==> config.mk <==
export PLATFORM = sky130hd
export DESIGN_NAME = sdrc_xfr_req_gen
export DESIGN_NICKNAME = d
export VERILOG_FILES = /design/src/rtl/sdrc_xfr_req_gen.sv
export SDC_FILE = /design/constraint.sdc
export NUM_CORES = 1
export LEC_CHECK = 0
export ABC_AREA = 0
export BUFFER_PORTS_ARGS = -buffer_cell sky130_fd_sc_hd__buf_2
export CAP_MARGIN = 10
export CORE_MARGIN = 1.5
export CORE_UTILIZATION = 40
export DETAILED_ROUTE_END_ITERATION = 8
export MAX_ROUTING_LAYER = met4
export PLACE_DENSITY = 0.66
export SYNTH_ARGS = -nofsm -noshare
export SYNTH_HDL_FRONTEND = slang
export SYNTH_SLANG_ARGS = --single-unit
export TNS_END_PERCENT = 5
==> constraint.sdc <==
create_clock -name clk -period 5.7 [get_ports clk]
set_input_delay 0.855 -clock clk [delete_from_list [all_inputs] [get_ports clk]]
set_output_delay 0.855 -clock clk [all_outputs]
set_load 0.1 [all_outputs]
==> src/rtl/sdrc_xfr_req_gen.sv <==
// sdrc_xfr_req_gen
// Splits one long application transfer into controller requests of at most
// MAX_BURST words. A request never crosses a 2^BND_AW-word boundary. It is
// issued only once the data FIFO on the application side can cover every beat
// already committed plus the new chunk, because the controller never stalls
// data beats.
module sdrc_xfr_req_gen #(
  parameter int APP_AW    = 30,
  parameter int APP_DW    = 32,
  parameter int APP_BW    = 4,
  parameter int APP_RW    = 9,
  parameter int MAX_BURST = 256,
  parameter int BND_AW    = 10,
  parameter int XFR_LW    = 16
) (
  input  logic              clk,
  input  logic              reset_n,
  input  logic              xfr_start,
  input  logic [APP_AW-1:0] xfr_addr,
  input  logic [XFR_LW-1:0] xfr_len,
  input  logic              xfr_wr_n,
  output logic              xfr_busy,
  output logic              xfr_done,
  input  logic [APP_DW-1:0] wf_data,
  input  logic [XFR_LW-1:0] wf_count,
  output logic              wf_pop,
  input  logic [XFR_LW-1:0] rf_space,
  output logic              rf_push,
  output logic [APP_DW-1:0] rf_data,
  output logic              app_req,
  output logic [APP_AW-1:0] app_req_addr,
  output logic [APP_RW-1:0] app_req_len,
  output logic              app_req_wr_n,
  output logic              app_req_dma_last,
  input  logic              app_req_ack,
  output logic [APP_DW-1:0] app_wr_data,
  output logic [APP_BW-1:0] app_wr_en_n,
  input  logic              app_wr_next,
  input  logic [APP_DW-1:0] app_rd_data,
  input  logic              app_rd_valid
);

  typedef enum logic [2:0] {
    S_IDLE  = 3'd0,
    S_CALC  = 3'd1,
    S_WAIT  = 3'd2,
    S_REQ   = 3'd3,
    S_DRAIN = 3'd4
  } state_t;

  state_t              state_r;
  state_t              state_nxt_s;
  logic [APP_AW-1:0]   cur_addr_r;
  logic [XFR_LW-1:0]   remain_r;
  logic [APP_RW-1:0]   chunk_r;
  logic                dir_r;
  logic [XFR_LW:0]     pending_r;
  logic                busy_r;
  logic                req_r;
  logic [APP_AW-1:0]   req_addr_r;
  logic [APP_RW-1:0]   req_len_r;
  logic                req_wr_n_r;
  logic                req_last_r;

  logic                accept_s;
  logic                beat_s;
  logic [XFR_LW-1:0]   level_s;
  logic [XFR_LW:0]     need_s;
  logic                budget_ok_s;
  logic [XFR_LW-1:0]   remain_after_s;
  logic [31:0]         bnd_room_s;
  logic [31:0]         chunk_calc_s;
  logic [XFR_LW:0]     pending_sum_s;
  logic [XFR_LW:0]     pending_nxt_s;
  logic                pending_zero_s;

  // Data path passthroughs and beat qualification.
  assign wf_pop      = app_wr_next & busy_r & ~dir_r;
  assign rf_push     = app_rd_valid & busy_r & dir_r;
  assign rf_data     = app_rd_data;
  assign app_wr_data = wf_data;
  assign app_wr_en_n = {APP_BW{1'b0}};

  assign xfr_busy         = busy_r;
  assign app_req          = req_r;
  assign app_req_addr     = req_addr_r;
  assign app_req_len      = req_len_r;
  assign app_req_wr_n     = req_wr_n_r;
  assign app_req_dma_last = req_last_r;

  assign pending_zero_s = (pending_r == {(XFR_LW+1){1'b0}});
  // Done is decoded from registers only, so it is glitch-free.
  assign xfr_done       = (state_r == S_DRAIN) && pending_zero_s;

  assign accept_s       = (state_r == S_REQ) && app_req_ack;
  assign beat_s         = wf_pop | rf_push;
  assign remain_after_s = remain_r - XFR_LW'(chunk_r);

  // Budget check: the FIFO must cover committed beats plus the new chunk.
  always_comb begin
    level_s     = dir_r ? rf_space : wf_count;
    need_s      = pending_r + (XFR_LW+1)'(chunk_r);
    budget_ok_s = ({1'b0, level_s} >= need_s);
  end

  // Chunk size: smallest of words left, burst cap and room to the boundary.
  always_comb begin
    bnd_room_s   = (32'd1 << BND_AW) - 32'(cur_addr_r[BND_AW-1:0]);
    chunk_calc_s = 32'(remain_r);
    if (32'(MAX_BURST) < chunk_calc_s) begin
      chunk_calc_s = 32'(MAX_BURST);
    end else begin
      chunk_calc_s = chunk_calc_s;
    end
    if (bnd_room_s < chunk_calc_s) begin
      chunk_calc_s = bnd_room_s;
    end else begin
      chunk_calc_s = chunk_calc_s;
    end
  end

  // Committed-beat counter: add on acknowledge, drop one per counted beat, floor at zero.
  always_comb begin
    pending_sum_s = pending_r + (accept_s ? (XFR_LW+1)'(chunk_r) : {(XFR_LW+1){1'b0}});
    pending_nxt_s = pending_sum_s;
    if (beat_s && (pending_sum_s != {(XFR_LW+1){1'b0}})) begin
      pending_nxt_s = pending_sum_s - {{XFR_LW{1'b0}}, 1'b1};
    end else begin
      pending_nxt_s = pending_sum_s;
    end
  end

  // Next-state decode for the request sequencer.
  always_comb begin
    state_nxt_s = state_r;
    case (state_r)
      S_IDLE: begin
        if (xfr_start) begin
          state_nxt_s = (xfr_len == {XFR_LW{1'b0}}) ? S_DRAIN : S_CALC;
        end else begin
          state_nxt_s = S_IDLE;
        end
      end
      S_CALC: state_nxt_s = S_WAIT;
      S_WAIT: begin
        if (budget_ok_s) begin
          state_nxt_s = S_REQ;
        end else begin
          state_nxt_s = S_WAIT;
        end
      end
      S_REQ: begin
        if (accept_s) begin
          state_nxt_s = (remain_after_s == {XFR_LW{1'b0}}) ? S_DRAIN : S_CALC;
        end else begin
          state_nxt_s = S_REQ;
        end
      end
      S_DRAIN: begin
        if (pending_zero_s) begin
          state_nxt_s = S_IDLE;
        end else begin
          state_nxt_s = S_DRAIN;
        end
      end
      default: state_nxt_s = S_IDLE;
    endcase
  end

  // State register.
  always_ff @(posedge clk) begin
    if (!reset_n) begin
      state_r <= S_IDLE;
    end else begin
      state_r <= state_nxt_s;
    end
  end

  // Transfer bookkeeping and registered request outputs.
  always_ff @(posedge clk) begin
    if (!reset_n) begin
      cur_addr_r <= {APP_AW{1'b0}};
      remain_r   <= {XFR_LW{1'b0}};
      chunk_r    <= {APP_RW{1'b0}};
      dir_r      <= 1'b1;
      pending_r  <= {(XFR_LW+1){1'b0}};
      busy_r     <= 1'b0;
      req_r      <= 1'b0;
      req_addr_r <= {APP_AW{1'b0}};
      req_len_r  <= {APP_RW{1'b0}};
      req_wr_n_r <= 1'b1;
      req_last_r <= 1'b0;
    end else begin
      pending_r <= pending_nxt_s;
      case (state_r)
        S_IDLE: begin
          if (xfr_start) begin
            cur_addr_r <= xfr_addr;
            remain_r   <= xfr_len;
            dir_r      <= xfr_wr_n;
            busy_r     <= 1'b1;
          end
        end
        S_CALC: begin
          chunk_r <= chunk_calc_s[APP_RW-1:0];
        end
        S_WAIT: begin
          if (budget_ok_s) begin
            req_r      <= 1'b1;
            req_addr_r <= cur_addr_r;
            req_len_r  <= chunk_r;
            req_wr_n_r <= dir_r;
            req_last_r <= (32'(chunk_r) == 32'(remain_r));
          end
        end
        S_REQ: begin
          if (accept_s) begin
            req_r      <= 1'b0;
            cur_addr_r <= cur_addr_r + APP_AW'(chunk_r);
            remain_r   <= remain_after_s;
          end
        end
        S_DRAIN: begin
          if (pending_zero_s) begin
            busy_r <= 1'b0;
          end
        end
        default: begin
          busy_r <= 1'b0;
          req_r  <= 1'b0;
        end
      endcase
    end
  end

endmodule
==> results by group <==
Finish
  – Ant diodes: 0
  – # fillers: 2,354
  – Design Area, Final: 10,400 um2
  – Area grow syn2layout: 10.67%
  – Nets: 1,477
  – Area of the multi-input gates: 6095 um2
  – Share of cells above drive strength 1: 16.99%
  – Most common cell after layout, fill and taps aside: buf_2
  – Commonest cells after routing, fill and taps aside: buf_2 (130), dfxtp_1 (119), a21oi_1 (107)
  – Register area: 2382 um2

Timing
  – Crit share post-route: 86.74%
  – RSZ-0062 raised after global routing: false
  – Crit path time final: 4.944 ns
  – Post-route setup TNS: 0 ns
  – Max-slew headroom: 23.29%
  – Fin. Hold Viols: 0
  – Setup violators final: 0
  – Final Skew: 0.01144 ns
  – Worst Tran Pin Value: 1.142 ns
  – Fmax: 0.2023 GHz
  – Max-slew violations: 0

Setup path
  – Maximum fanout along the worst path: 16
  – WP data required: 6.02 ns
  – Crit-path max cell delay: 0.61 ns
  – Crit path DAT: 5.27 ns
  – Setup crit end kind: flip-flop
  – Depth of the worst register-to-register path: 12
  – Setup CP Type: flip-flop to flip-flop
  – Cells along the critical path: nor2b_1 > nand2_1 > nor2_1 > ha_1 > a211o_1 > a21o_1 > a222oi_1 > nand4b_2 > nor4b_4 > nand4_2 > and2_1 > o31ai_2
  – Slowest stage cell, crit path: a222oi_1
  – Startpoint types: flip-flop

CTS
  – Clock Sinks: 119
  – Total CTS buffers: 17
  – Hold_buf cts: 0
  – CTS tree: done
  – Postcts setup bufs: 0
  – Clk_lat worst skew: 0.42 ns
  – Clock-pin slew on the worst setup and hold paths: 0.06 ns
  – Longest Clk Path Bufs: 2
  – H-tree levels: 4
  – Post-CTS sizing: 0
  – CTS Root Cell: clkbuf_16

GRT
  – Gr busiest metal: met2
  – GR Layer Usage met2: 38.96%
  – Met3 Track Usage GR: 3.185%
  – Gr usage total: 24.31%
  – GR Overflow Total: 0
  – Initial antenna violation count: 0
  – GRT met1 Usage: 31.46%
  – Global-route wire length before repair: 45,760 um
  – Pin count of the biggest net entering global routing: 60
  – Vias in the first global route: 8,713

Logic synthesis
  – Synth warnings: 0
  – Syn_area_per_cell: 7.605 um2
  – EDFF count, synth: 0
  – Gate Count Post-Synth: 1,236
  – Distinct cell type count after synthesis: 79
  – #FFs+latches synth: 119
  – Largest cells by area after synthesis: dfxtp_1 (25%), ha_1 (8.7%), a21oi_1 (5.7%)
  – Primary FF master, synth: dfxtp_1
  – Top cell type's share of synthesized area: 25.34%
  – Post-synth top area cell: dfxtp_1
  – Share of flip-flops with an asynchronous set or reset: 0%
  – Share of the yosys chip area belonging to registers: 25.34%
  – Synthesized area: 9400 um2

Power and ir drop
  – Flop pwr share: 30.0%
  – Worst VDD drop: 209.9 uV
  – Power per cell area: 332.2 nW/um2
  – Switching share of power: 37.58%
  – NetSw: 1.299 mW
  – Leak pwr: 4.246 nW
  – Overall power: 3.457 mW
  – Comb power frac: 35.6%
  – Clk pwr share: 34.4%
  – Internal Power: 2.158 mW

Route
  – Drc violations: 0
  – Antenna Violating Nets Remaining: 0
  – Via count: 9,304
  – DRT iter0 DRCs: 660
  – Vias per inst: 5.874
  – DRT Wirelength: 28,810 um
  – DR pass1 iterations: 5
  – WL per Instance: 18.19 um

Floorplanning
  – CORE AREA: 22,850 um2
  – DIE WIDTH: 156.3 um
  – Die Ht: 156.3 um
  – FP Rows: 55
  – Die area: 24,430 um2
  – I/O pin cnt: 263
  – Initial Util: 41.14%

Run
  – Max Cap Viol: 0

Min path
  – Hold Path Depth: 2
  – HP Class: flip-flop to flip-flop

Run status
  – Status: complete, no violations

Place
  – PortBufs: 130
  – Area after DPL: 9759 um2
  – HPWL reported at the end of detailed placement: 21,030 um
  – Final Wtd Congestion: 0.9592
## final cells by class
type,instances,area share (%)
inverter,34,1.227
sequential,119,22.90
clock buffer,20,4.293
clock inverter,11,1.900
timing repair buffer,145,7.336
multi-input combinational,942,58.58
tap,313,3.764
## worst paths after layout
| kind | end | start | slack (ns) |
|---|---|---|---|
| setup / recovery | pending_r[1] | state_r[1] | 0.76 |
| hold / removal | app_req_addr[28] | app_req_addr[28] | 0.47 |
| setup reg to reg | pending_r[1] | state_r[1] | 0.76 |
| hold reg to reg | app_req_addr[28] | app_req_addr[28] | 0.47 |
## kinds of logic (layout without fill, tap and decap cells)
| group | count (synthesis) | count (layout) | synth area share [%] |
|---|---|---|---|
| other | 2 | 6 | 0.07989 |
| AND/OR/NAND/NOR | 436 | 436 | 23.48 |
| adder cells (fa/ha/maj) | 69 | 69 | 9.504 |
| flip-flops | 119 | 119 | 25.34 |
| buffers and inverters | 179 | 210 | 10.02 |
| AO/OA/AOI/OAI | 373 | 373 | 25.72 |
| multiplexers | 18 | 18 | 2.130 |
| XOR/XNOR | 40 | 40 | 3.727 |
## per-stage QoR
step | utilization (%) | std cells | worst slack (ns) | hold WS, ns
after floorplan | - | 1240 | 1.268 | 0.4511
after global routing | 45.54 | 1584 | 0.3951 | 0.4926
final | 45.54 | 1584 | 0.7558 | 0.4719
after detailed placement | 42.72 | 1553 | 0.4591 | 0.4638
after global placement | 42.72 | 1553 | 0.6678 | 0.4607
after CTS | 45.54 | 1584 | 0.8596 | 0.4710
## power groups by stage
| stage | combinational, mW | sequential, mW | clock (mW) |
|---|---|---|---|
| 2_1_floorplan | 1.10 | 1.05 | 0 |
| 3_3_place_gp | 1.20 | 1.05 | 0 |
| 3_5_place_dp | 1.21 | 1.05 | 0 |
| 4_1_cts | 1.22 | 1.03 | 1.20 |
| 5_1_grt | 1.37 | 1.05 | 1.24 |
| 6_report | 1.23 | 1.04 | 1.19 |
## flip-flops by register name, summed over array words and instances (netlist names)
signal and flops:
app_req_len 9, app_req 1, app_req_dma_last 1, state_r 3
dir_r 1, pending_r 17, cur_addr_r 30, chunk_r 9
remain_r 16, app_req_wr_n 1, xfr_busy 1, app_req_addr 30
## synth_stat cells (29+ instances only)
master and count:
a21oi_1 107, clkbuf_1 65, o21ai_0 93, ha_1 65
nand2_1 91, nand3_1 69, nor2_1 105, dfxtp_1 119
inv_1 34, buf_4 69, nor3_1 29
## worst max-delay path, delay by kind of cell (launching register included)
kind                     cells  cell delay, ns
flip-flops                   1            0.41
adder cells (fa/ha/maj)      1            0.30
AO/OA/AOI/OAI                4            1.40
AND/OR/NAND/NOR              7            2.74
## metal layers
layer / vias up / wire, um
met5: - / 0
met3: 59 / 1572
li1: 4520 / -
met2: 319 / 13230
met4: 0 / 753
met1: 4406 / 13260
Note: power is estimated with default switching activity, not from simulation.
